**src/rtl/gpr_pkg.sv**
```systemverilog
// Shared definitions for the GPR port arbiter: default sizes, FSM state encoding
// and requester identifiers.
package gpr_pkg;

    localparam int XLEN_DEF  = 32;
    localparam int NREGS_DEF = 32;

    typedef enum logic {
        ST_INIT = 1'b0,
        ST_RUN  = 1'b1
    } state_t;

    typedef enum logic {
        REQ_A = 1'b0,
        REQ_B = 1'b1
    } req_id_t;

endpackage

```
**src/rtl/rr_arb2.sv**
```systemverilog
// Two-way round-robin grant: a lone requester always wins, and on contention
// the requester that was not granted last wins.
module rr_arb2
    import gpr_pkg::*;
(
    input  logic [1:0] req,
    input  req_id_t    last,
    output logic [1:0] gnt
);

    always_comb begin
        gnt = req;
        if (req == 2'b11) begin
            gnt = (last == REQ_A) ? 2'b10 : 2'b01;
        end
    end

endmodule

```
**src/rtl/gpr_port_arbiter.sv**
```systemverilog
// Shares one register-file port between a core (A) and a debug (B) requester,
// after first clearing every register to zero out of reset.
module gpr_port_arbiter
    import gpr_pkg::*;
#(
    parameter  int XLEN  = XLEN_DEF,
    parameter  int NREGS = NREGS_DEF,
    localparam int AW    = $clog2(NREGS)
) (
    input  logic            clk,
    input  logic            rst_n,

    input  logic            a_req,
    input  logic            a_we,
    input  logic [AW-1:0]   a_addr,
    input  logic [XLEN-1:0] a_wdata,
    output logic            a_gnt,
    output logic [XLEN-1:0] a_rdata,
    output logic            a_rvalid,

    input  logic            b_req,
    input  logic            b_we,
    input  logic [AW-1:0]   b_addr,
    input  logic [XLEN-1:0] b_wdata,
    output logic            b_gnt,
    output logic [XLEN-1:0] b_rdata,
    output logic            b_rvalid,

    output logic            rf_we,
    output logic [AW-1:0]   rf_addr,
    output logic [XLEN-1:0] rf_wdata,
    input  logic [XLEN-1:0] rf_rdata,

    output logic            init_done
);

    localparam logic [AW-1:0] LAST_ADDR = AW'(NREGS - 1);

    state_t          r_state;
    state_t          w_state_next;
    logic [AW-1:0]   r_clr_cnt;
    logic            r_init_done;
    req_id_t         r_last;
    logic [1:0]      w_req;
    logic [1:0]      w_gnt;
    logic            w_we;
    logic            w_a_rd;
    logic            w_b_rd;
    logic [XLEN-1:0] w_rd_data;
    logic            r_a_rvalid;
    logic            r_b_rvalid;
    logic [XLEN-1:0] r_a_rdata;
    logic [XLEN-1:0] r_b_rdata;

    // Requests are invisible to the arbiter until the clear sequence is done.
    assign w_req = (r_state == ST_RUN) ? {b_req, a_req} : 2'b00;

    rr_arb2 u_arb (
        .req  (w_req),
        .last (r_last),
        .gnt  (w_gnt)
    );

    assign a_gnt  = w_gnt[0];
    assign b_gnt  = w_gnt[1];
    assign w_a_rd = w_gnt[0] & ~a_we;
    assign w_b_rd = w_gnt[1] & ~b_we;

    // Register 0 reads as zero whatever the register file holds there.
    assign w_rd_data = (rf_addr == '0) ? '0 : rf_rdata;

    always_comb begin
        w_state_next = r_state;
        if (r_state == ST_INIT && r_clr_cnt == LAST_ADDR) begin
            w_state_next = ST_RUN;
        end
    end

    always_comb begin
        w_we     = 1'b0;
        rf_addr  = '0;
        rf_wdata = '0;
        case (r_state)
            ST_INIT: begin
                w_we    = 1'b1;
                rf_addr = r_clr_cnt;
            end
            ST_RUN: begin
                if (w_gnt[1]) begin
                    w_we     = b_we && (b_addr != '0);
                    rf_addr  = b_addr;
                    rf_wdata = b_wdata;
                end else if (w_gnt[0]) begin
                    w_we     = a_we && (a_addr != '0);
                    rf_addr  = a_addr;
                    rf_wdata = a_wdata;
                end
            end
            default: ;
        endcase
    end

    // Gated so no clear write leaks out while reset is still asserted.
    assign rf_we = w_we & rst_n;

    always_ff @(posedge clk or negedge rst_n) begin
        if (!rst_n) begin
            r_state     <= ST_INIT;
            r_clr_cnt   <= '0;
            r_init_done <= 1'b0;
            r_last      <= REQ_B;
            r_a_rvalid  <= 1'b0;
            r_b_rvalid  <= 1'b0;
            r_a_rdata   <= '0;
            r_b_rdata   <= '0;
        end else begin
            r_state <= w_state_next;
            if (r_state == ST_INIT) begin
                if (r_clr_cnt == LAST_ADDR) begin
                    r_init_done <= 1'b1;
                end else begin
                    r_clr_cnt <= r_clr_cnt + 1'b1;
                end
            end
            if (w_gnt[0]) begin
                r_last <= REQ_A;
            end else if (w_gnt[1]) begin
                r_last <= REQ_B;
            end
            r_a_rvalid <= w_a_rd;
            r_b_rvalid <= w_b_rd;
            if (w_a_rd) begin
                r_a_rdata <= w_rd_data;
            end
            if (w_b_rd) begin
                r_b_rdata <= w_rd_data;
            end
        end
    end

    assign a_rvalid  = r_a_rvalid;
    assign b_rvalid  = r_b_rvalid;
    assign a_rdata   = r_a_rdata;
    assign b_rdata   = r_b_rdata;
    assign init_done = r_init_done;

endmodule

```
**config.mk**
```make
export PLATFORM = sky130hd
export DESIGN_NAME = gpr_port_arbiter
export DESIGN_NICKNAME = d
export VERILOG_FILES = /design/src/rtl/gpr_pkg.sv /design/src/rtl/rr_arb2.sv /design/src/rtl/gpr_port_arbiter.sv
export SDC_FILE = /design/constraint.sdc
export NUM_CORES = 1
export LEC_CHECK = 0
export BUFFER_PORTS_ARGS = -buffer_cell sky130_fd_sc_hd__buf_4
export CORE_MARGIN = 2
export CORE_UTILIZATION = 43
export CTS_CLUSTER_DIAMETER = 60
export DETAILED_ROUTE_END_ITERATION = 8
export HOLD_SLACK_MARGIN = 0.03
export PLACE_DENSITY_LB_ADDON = 0.3
export SYNTH_ARGS = -nofsm -noshare
export SYNTH_HDL_FRONTEND = slang
export SYNTH_SLANG_ARGS = --single-unit
```
**constraint.sdc**
```tcl
create_clock -name clk -period 2.1 [get_ports clk]
set_input_delay 0.105 -clock clk [delete_from_list [all_inputs] [get_ports clk]]
set_output_delay 0.105 -clock clk [all_outputs]
set_load 0.02 [all_outputs]
```
==> metrics.md, run 1 <==
| Metric | Value |
|---|---|
| TritonCTS clock tree | `yes` |
| Post-synthesis mux area share | `0.006320` |
| # fillers | `638` |
| GRT Util Overall | `0.2643` |
| Relative slew slack | `0.4011` |
| Die width | `95.04 microns` |
| Max H-tree Level | `3` |
| Post-synthesis simple-gate area fraction | `0.1889` |
| DPL Wire Length | `8956 microns` |
| Clock buffer depth | `2` |
| RSZ-0062 raised after global routing | `false` |
| Setup crit end kind | `output pin` |
| Root Buffer | `clkbuf_8` |
| Distinct cells, synth | `36` |
| Post-route cell area | `5803 sq um` |
| Status | `complete, no violations` |
| Synth Flop Type | `dfrtp_1` |
| Vias in the first global route | `3,474` |
| Worst Path Required | `2.00 ns` |
| Final TNS setup | `0 ns` |
| DRC violations left | `0` |
| Crit path kind | `reg -> out` |
| Adder-cell share of the synthesized area | `0.007022` |
| Syn Inst Count | `384` |
| Worst EP arrival | `1.86 ns` |
| Routability Congestion | `0.8030` |
| Fin cells | `735` |
| Final hold viol count | `0` |
| Final antenna-violating net count | `0` |
| Fin crit share | `0.9342` |
| Power Dens Cells | `750.3 nW/um^2` |
| Synth Net Count | `498` |
| Nets | `741` |
| FF-to-FF Start | `r_last` |
| Synth Area in Compound Gates | `0.2289` |
| Area of the multi-input gates | `1573 sq um` |
| Post-Synth XOR/XNOR Area | `0.007374` |
| EDFF count, synth | `0` |
| Slew Limit Fails | `0` |
| Largest net degree at the start of global routing | `74` |
| Final total power | `4.354 mW` |
| Register Area | `1828 sq um` |
| Sequential share of the synthesized area | `0.5130` |
| Area leader, netlist | `dfrtp_1` |
| Critical Path Source | `r_last` |
| VDD IR-drop max | `600.5 uV` |
| Max FO, Critical Path | `33` |
| Post-CTS setup buffer count | `0` |
| Hold Crit Class | `in -> reg` |
| Share of the synthesized area in the top cell type | `0.5056` |
| Starting Density | `0.4381` |
| Vias | `3,742` |
| I/O Buffers | `218` |
| Total grt overflow | `0` |
| Core footprint | `8134 sq um` |
| Num CTS Buffers | `9` |
| Commonest non-fill, non-tap cell in the layout | `buf_4` |
| CP max stage cell | `dfstp_2` |
| Core Util, Final | `0.7134` |
| Fmax | `509.7 MHz` |
| Antenna violations before repair | `0` |
| Hold path startpoint | `rf_rdata[31]` |
| Placed cell area | `5328 sq um` |
| Setup violations, final | `0` |
| Worst path bufs/invs | `2` |
| Row cnt | `33` |
| Die area | `9032 sq um` |
| P_leak | `2.878 nW` |
| WL per Instance | `16.80 microns` |
| CP max stage delay | `0.58 ns` |
| Drt via density | `5.091` |
| First DRT Iteration DRCs | `188` |
| CP Cell Sequence | `nor2b_1, nor2_4, buf_12, a22o_1, buf_4` |
| Clk sinks | `73` |
| Synth Cell Area | `3563 sq um` |
| Yosys reg bits | `73` |
| # diodes | `0` |
| Commonest cells after routing, fill and taps aside | `buf_4, nand2_1, dfrtp_1` |
| Synth-to-layout area growth | `62.85%` |
| Yosys warns | `0` |
| IO Pins | `219` |
| Chip height | `95.04 microns` |
| DR pass1 iterations | `4` |
| Clk_lat worst skew | `0.33 ns` |
| First-pass GRT wire length | `18,060 microns` |
| FFs w/ async S/R, synth | `1.000` |
| Layout cells sized above 1 | `0.4460` |
| Clk slew on worst S/H paths | `0.07 ns` |
| Placed Cells | `689` |
| WL final | `12,350 microns` |
| Mean Syn Cell Area | `9.280 sq um` |
| Cell family with most CP delay | `flip-flops` |
| Synth area leaders | `dfrtp_1, nand2_1, a22o_1` |
| Maximum capacitance violations | `0` |
| Final clock skew | `0.01017 ns` |
| Nature of the critical path startpoint | `register` |
| Combinational family with the most area after synthesis | `compound AO/OA/AOI/OAI gates` |
| Slew @ Worst Pin | `0.8984 ns` |
| Min Tclk post-route | `1.962 ns` |
-- final timing paths --
| path | end | slack, ns | cells after the start |
|---|---|---|---|
| worst max-delay path | rf_wdata[20] | 0.14 | 5 |
| worst min-delay path | a_rdata[31] | 0.04 | 3 |
| worst max register to register | b_rdata[27] | 0.26 | 5 |
| worst min register to register | b_rdata[26] | 0.53 | 2 |
| max in group asynchronous | b_rdata[3] | 0.90 | 3 |
| min in group asynchronous | a_rdata[20] | 0.61 | 3 |
-- where the power goes --
group          switching [mW]  internal (mW)  leakage, nW
Combinational           0.914          0.788         1.91
Sequential              0.138           1.64        0.891
Clock                   0.468          0.409       0.0778
-- flip-flops by register name, indices dropped and copies added, names as in the netlist --
signal,flops
r_clr_cnt,5
a_rvalid,1
b_rdata,32
r_last,1
a_rdata,32
b_rvalid,1
r_state,1
-- cell type report --
| class | instances | area share |
|---|---|---|
| repair buffers | 259 | 0.3596 |
| flip-flops and latches | 73 | 0.3150 |
| multi-input cells | 275 | 0.2710 |
| well taps | 105 | 0.02264 |
| clock buffers | 10 | 0.02199 |
| inverters | 9 | 0.005821 |
| clock inverters | 4 | 0.003881 |
-- metrics by stage --
stage / hold slack [ns] / setup WS [ns]
floorplan: -0.1906 / 0.2846
global placement: 0.3605 / 0.3429
detailed placement: 0.3658 / 0.2704
global route: 0.03780 / 0.05373
CTS: 0.03245 / 0.06738
finish: 0.04274 / 0.1382
-- repair_timing --
action,CTS,global route
hold buffers,32,0
hold endpoints to repair,114,0
endpoints found under the setup margin,0,1
resized for setup,0,1
-- worst reg2reg max path: stages, from the launching register on --
cell,delay [ns]
dfstp_2,0.58
a21boi_0,0.16
a32o_1,0.32
nor4_4,0.32
buf_12,0.27
a21oi_1,0.08
-- cell families (layout without fill, tap and decap cells) --
kind of cell	after synthesis	in the layout
AO/OA/AOI/OAI	109	109
XOR/XNOR	3	3
adder cells (fa/ha/maj)	2	2
buffers and inverters	36	282
flip-flops	73	73
multiplexers	2	2
AND/OR/NAND/NOR	159	159
-- layer usage --
layer  global-route usage  up-vias  part of all wire
met5                    0        -                 0
met4              0.05072        0            0.0052
met3              0.05771        6             0.065
met2               0.3989      155              0.47
met1               0.3962     1791              0.46
li1                     -     1790                 -
-- synth_stat cells (2+ instances only) --
master      n
dfrtp_1    72
nand2b_1    2
nand4_1     2
inv_1       7
ha_1        2
buf_2       9
nor3_1      2
nor4_4      2
clkbuf_1   14
nand2_1   133
inv_2       2
a21oi_1    34
and2_1      2
a22oi_1     3
a22o_1     32
a21oi_2    30
mux2_2      2
nand3_1     3
xnor2_1     2
and3_1      2
nor2_1      7
o21ai_0     4
buf_6       3
No activity file was read; power rests on OpenSTA's default activity.
==> run 2: changes to the inputs <==
==> constraint.sdc (replaced) <==
create_clock -name clk -period 2.2 [get_ports clk]
set_input_delay 0.11 -clock clk [delete_from_list [all_inputs] [get_ports clk]]
set_output_delay 0.11 -clock clk [all_outputs]
set_load 0.02 [all_outputs]
==> metrics.md, run 2 (synthesis results as in run 1) <==
| Metric | Value |
|---|---|
| TritonCTS clock tree | `yes (unchanged)` |
| Fin crit share | `0.9509` |
| Die area | `9032 sq um (unchanged)` |
| I/O Buffers | `218 (unchanged)` |
| Slew @ Worst Pin | `0.8896 ns (was 0.8984 ns)` |
| Vias | `3,784 (was 3,742)` |
| Die width | `95.04 microns (unchanged)` |
| P_leak | `2.900 nW (was 2.878 nW)` |
| Slew Limit Fails | `0 (unchanged)` |
| CP Cell Sequence | `nor2b_1, nor2_2, buf_12, a22o_1, buf_4 (was nor2b_1, nor2_4, buf_12, a22o_1, buf_4)` |
| Antenna violations before repair | `0 (unchanged)` |
| Root Buffer | `clkbuf_8 (unchanged)` |
| Num CTS Buffers | `9 (unchanged)` |
| DR pass1 iterations | `4 (unchanged)` |
| Nets | `740 (was 741)` |
| Status | `complete, no violations (unchanged)` |
| Synth-to-layout area growth | `64.08% (was 62.85%)` |
| Setup violations, final | `0 (unchanged)` |
| Clk slew on worst S/H paths | `0.08 ns (was 0.07 ns)` |
| Final antenna-violating net count | `0 (unchanged)` |
| IO Pins | `219 (unchanged)` |
| Final total power | `4.458 mW (was 4.354 mW)` |
| Final hold viol count | `0 (unchanged)` |
| Final clock skew | `0.007649 ns (was 0.01017 ns)` |
| Commonest non-fill, non-tap cell in the layout | `buf_4 (unchanged)` |
| Fmax | `478.0 MHz` |
| Clock buffer depth | `2 (unchanged)` |
| Post-route cell area | `5847 sq um (was 5803 sq um)` |
| Vias in the first global route | `3,541 (was 3,474)` |
| Core Util, Final | `0.7188 (was 0.7134)` |
| VDD IR-drop max | `515.0 uV (was 600.5 uV)` |
| First DRT Iteration DRCs | `193 (was 188)` |
| # diodes | `0 (unchanged)` |
| Maximum capacitance violations | `0 (unchanged)` |
| GRT Util Overall | `0.2725 (was 0.2643)` |
| Post-CTS resize count | `0 (unchanged)` |
| Largest net degree at the start of global routing | `74 (unchanged)` |
| Max H-tree Level | `3 (unchanged)` |
| WL final | `12,680 microns (was 12,350 microns)` |
| Setup crit end kind | `output pin (unchanged)` |
| Starting Density | `0.4381 (unchanged)` |
| Clk sinks | `73 (unchanged)` |
| CP max stage cell | `dfstp_2 (unchanged)` |
| CP max stage delay | `0.58 ns (about the same)` |
| RSZ-0062 raised after global routing | `false (unchanged)` |
| DPL Wire Length | `9041 microns (was 8956 microns)` |
| Final TNS setup | `0 ns (unchanged)` |
| Core footprint | `8134 sq um (unchanged)` |
| Routability Congestion | `0.8221 (was 0.8030)` |
| Chip height | `95.04 microns (unchanged)` |
| Commonest cells after routing, fill and taps aside | `buf_4, nand2_1, dfrtp_1 (unchanged)` |
| First-pass GRT wire length | `18,420 microns (was 18,060 microns)` |
| DRC violations left | `0 (unchanged)` |
| Crit path kind | `reg -> out (unchanged)` |
| Relative slew slack | `0.4069 (was 0.4011)` |
| Nature of the critical path startpoint | `register (unchanged)` |
| Power Dens Cells | `762.4 nW/um^2 (was 750.3 nW/um^2)` |
| WL per Instance | `17.22 microns (was 16.80 microns)` |
| Clk_lat worst skew | `0.35 ns (was 0.33 ns)` |
| Layout cells sized above 1 | `0.4485 (was 0.4460)` |
| Max FO, Critical Path | `32 (was 33)` |
| Worst EP arrival | `1.98 ns (was 1.86 ns)` |
| Hold Crit Class | `in -> async (was in -> reg)` |
| Placed cell area | `5308 sq um (was 5328 sq um)` |
| Row cnt | `33 (unchanged)` |
| Total grt overflow | `0 (unchanged)` |
| Worst Path Required | `2.09 ns (was 2.00 ns)` |
| Drt via density | `5.141 (was 5.091)` |
| Post-CTS setup buffer count | `0 (unchanged)` |
| Min Tclk post-route | `2.092 ns` |
## run 2: worst max-delay path, delay by kind of cell (launching register included)
| family | cells | cell delay, ns |
|---|---|---|
| AO/OA/AOI/OAI | 1 | 0.23 |
| buffers and inverters | 2 | 0.41 |
| flip-flops | 1 | 0.58 |
| AND/OR/NAND/NOR | 2 | 0.40 |
## run 2: final timing paths
check | start | endpoint | slack [ns] | cells past startpoint
min in group clk | a_req | r_last | 0.12 | 4
max | r_last | rf_wdata[20] | 0.11 | 5
min reg2reg | a_rdata[14] | a_rdata[14] | 0.53 | 2
max in group asynchronous | rst_n | r_clr_cnt[3] | 1.63 | 2
max reg2reg | r_last | b_rdata[26] | 0.34 | 5
min | rst_n | a_rdata[10] | 0.0003 | 2
## run 2: where the power goes
part           total (mW)  internal (mW)  switching, mW
Sequential           1.70           1.56          0.139
Clock                1.14          0.637          0.506
Combinational        1.61          0.746          0.868
## run 2: layer usage
layer | global-route usage | vias to the layer above | wire, microns
li1 | - | 1786 | -
met1 | 0.3875 | 1820 | 5522
met2 | 0.4202 | 164 | 6146
met3 | 0.07431 | 14 | 858
met4 | 0.06039 | 0 | 150
met5 | 0 | - | 0
## run 2: final cells by class
class	instances	area (sq um)
clock buffers	9	123.9
multi-input cells	275	1568
clock inverters	7	95.09
inverters	9	33.78
repair buffers	258	2067
well taps	105	131.4
flip-flops and latches	73	1828
fillers	615	2287
## run 2: what timing repair did
item | in CTS | in global routing
setup endpoints to repair | 0 | 0
hold buffers | 32 | 0
hold endpoints to repair | 63 | 0
## run 2: through the flow
| step | hold WS [ns] | std cells | worst slack, ns |
|---|---|---|---|
| after floorplan | -0.1856 | 384 | 0.3796 |
| after global placement | 0.3662 | 688 | 0.4444 |
| after detailed placement | 0.3699 | 688 | 0.3737 |
| after CTS | 0.03195 | 736 | 0.1481 |
| after global routing | 0.06861 | 736 | 0.04583 |
| final | 0.0003076 | 736 | 0.1081 |
==> run 3: changes to the inputs <==
--- a/config.mk
+++ b/config.mk
@@ -5,11 +5,11 @@
 export SDC_FILE = /design/constraint.sdc
 export NUM_CORES = 1
 export LEC_CHECK = 0
-export BUFFER_PORTS_ARGS = -buffer_cell sky130_fd_sc_hd__buf_4
-export CORE_MARGIN = 2
-export CORE_UTILIZATION = 43
+export CORE_AREA = 2 2 86 88
 export CTS_CLUSTER_DIAMETER = 60
 export DETAILED_ROUTE_END_ITERATION = 8
+export DIE_AREA = 0 0 88 90
+export DONT_BUFFER_PORTS = 1
 export HOLD_SLACK_MARGIN = 0.03
 export PLACE_DENSITY_LB_ADDON = 0.3
 export SYNTH_ARGS = -nofsm -noshare
==> metrics.md, run 3 (synthesis results as in run 1) <==
| Metric | Value |
|---|---|
| Max H-tree Level | `3 (unchanged)` |
| WL per Instance | `20.58 microns (was 17.22 microns)` |
| Worst EP arrival | `1.87 ns (was 1.98 ns)` |
| Worst Path Required | `2.09 ns (about the same)` |
| P_leak | `1.861 nW (was 2.900 nW)` |
| # diodes | `0 (unchanged)` |
| RR Endpoint | `a_rdata[4] (was b_rdata[26])` |
| WL final | `10,660 microns (was 12,680 microns)` |
| GRT Util Overall | `0.2700 (was 0.2725)` |
| Final worst slack | `0.2210 ns (was 0.1081 ns)` |
| Commonest non-fill, non-tap cell in the layout | `nand2_1 (was buf_4)` |
| Clk slew on worst S/H paths | `0.07 ns (was 0.08 ns)` |
| Setup slack after placement | `0.3586 ns (was 0.3737 ns)` |
| Crit path kind | `reg -> out (unchanged)` |
| I/O Buffers | `0 (was 218)` |
| First DRT Iteration DRCs | `146 (was 193)` |
| Post-CTS resize count | `0 (unchanged)` |
| DPL Wire Length | `7441 microns (was 9041 microns)` |
| Post-CTS setup buffer count | `0 (unchanged)` |
| Hold Crit Class | `in -> reg (was in -> async)` |
| Die width | `88 microns (was 95.04 microns)` |
| Nets | `528 (was 740)` |
| Starting Density | `0.5076 (was 0.4381)` |
| FF-to-FF Start | `r_last (unchanged)` |
| Status | `complete, no violations (unchanged)` |
| Fin crit share | `0.8995 (was 0.9509)` |
| Clk_lat worst skew | `0.34 ns (was 0.35 ns)` |
| Nature of the critical path startpoint | `register (unchanged)` |
| Total grt overflow | `0 (unchanged)` |
| Setup crit end kind | `output pin (unchanged)` |
| Num CTS Buffers | `9 (unchanged)` |
| Fmax | `505.3 MHz (was 478.0 MHz)` |
| R2R Setup Slk | `0.32 ns (was 0.34 ns)` |
| # fillers | `609 (was 615)` |
| VDD IR-drop max | `475.7 uV (was 515.0 uV)` |
| Antenna violations before repair | `0 (unchanged)` |
| Slew Limit Fails | `0 (unchanged)` |
| IO Pins | `219 (unchanged)` |
| Min Tclk post-route | `1.979 ns (was 2.092 ns)` |
| Final clock skew | `0.005467 ns (was 0.007649 ns)` |
| Setup violations, final | `0 (unchanged)` |
| Row cnt | `31 (was 33)` |
| Drt via density | `5.792 (was 5.141)` |
| Slew @ Worst Pin | `0.7548 ns (was 0.8896 ns)` |
| First-pass GRT wire length | `16,330 microns (was 18,420 microns)` |
| Root Buffer | `clkbuf_8 (unchanged)` |
| DRC violations left | `0 (unchanged)` |
| Max FO, Critical Path | `17 (was 32)` |
| Power Dens Cells | `914.9 nW/um^2 (was 762.4 nW/um^2)` |
| Clk sinks | `73 (unchanged)` |
| Final antenna-violating net count | `0 (unchanged)` |
| Critical Path Source | `r_state (was r_last)` |
| Die area | `7920 sq um (was 9032 sq um)` |
| Vias in the first global route | `3,006 (was 3,541)` |
| R2R cell count | `5 (unchanged)` |
| End of the critical path | `rf_we (was rf_wdata[20])` |
| DR pass1 iterations | `5 (was 4)` |
| Chip height | `90 microns (was 95.04 microns)` |
| Final TNS setup | `0 ns (unchanged)` |
| Core footprint | `7020 sq um (was 8134 sq um)` |
| Commonest cells after routing, fill and taps aside | `nand2_1, dfrtp_1, dlygate4sd3_1 (was buf_4, nand2_1, dfrtp_1)` |
| Synth-to-layout area growth | `19.38% (was 64.08%)` |
| Routability Congestion | `0.8325 (was 0.8221)` |
| RSZ-0062 raised after global routing | `false (unchanged)` |
| Vias | `3,000 (was 3,784)` |
| Final hold viol count | `0 (unchanged)` |
| TritonCTS clock tree | `yes (unchanged)` |
| Layout cells sized above 1 | `0.1551 (was 0.4485)` |
| Clock buffer depth | `2 (unchanged)` |
| Core Util, Final | `0.6060 (was 0.7188)` |
| Maximum capacitance violations | `0 (unchanged)` |
| Relative slew slack | `0.4915 (was 0.4069)` |
| Largest net degree at the start of global routing | `74 (unchanged)` |
| Number of hold buffers added after CTS | `36 (was 32)` |
==> run 3: how the worst min path moves through the flow <==
stage | startpoint | to | slack (ns) | cells after the start
floorplan | rst_n | a_rdata[0] | -0.19 | 0
global placement | rst_n | b_rdata[13] | -0.18 | 0
detailed placement | rst_n | a_rdata[12] | -0.18 | 0
CTS | b_we | b_rdata[28] | 0.23 | 4
global route | b_we | b_rdata[14] | 0.25 | 4
finish | b_we | b_rdata[28] | 0.24 | 4
==> run 3: per-layer routing <==
metal	global-route usage	vias to the layer above	routed length, microns	part of all wire
met5	0	-	0	0
met4	0.07692	0	117	0.011
met3	0.1258	12	1295	0.12
met2	0.3914	155	4897	0.46
met1	0.3617	1471	4351	0.41
li1	-	1362	-	-
==> run 3: critical path, stage by stage (launching register included) <==
cell,delay (ns)
dfrtp_1,0.34
buf_4,0.23
nand2_1,0.11
nor2_2,0.11
buf_4,0.25
nand3_1,0.12
a31oi_1,0.20
buf_4,0.17
==> run 3: stage by stage <==
| stage | hold slack, ns | total power, mW | cell area [sq um] | cells |
|---|---|---|---|---|
| 2_1_floorplan | -0.1856 | 2.495 | 3563 | 384 |
| 3_3_place_gp | -0.1840 | 2.618 | 3654 | 466 |
| 3_5_place_dp | -0.1838 | 2.645 | 3654 | 466 |
| 4_1_cts | 0.2326 | 3.926 | 4254 | 518 |
| 5_1_grt | 0.2505 | 4.097 | 4254 | 518 |
| 6_report | 0.2397 | 3.892 | 4254 | 518 |
==> run 3: final cells by class <==
type	count	area (sq um)	share of cell area
inverters	9	33.78	0.007941
well taps	99	123.9	0.02912
multi-input cells	275	1568	0.3685
clock buffers	14	162.7	0.03824
repair buffers	46	478.0	0.1124
flip-flops and latches	73	1828	0.4297
clock inverters	2	60.06	0.01412
==> run 3: report_power, final <==
group / switching, mW / internal [mW]
Clock: 0.471 / 0.703
Combinational: 0.431 / 0.281
Sequential: 0.446 / 1.56
Total: 1.35 / 2.54
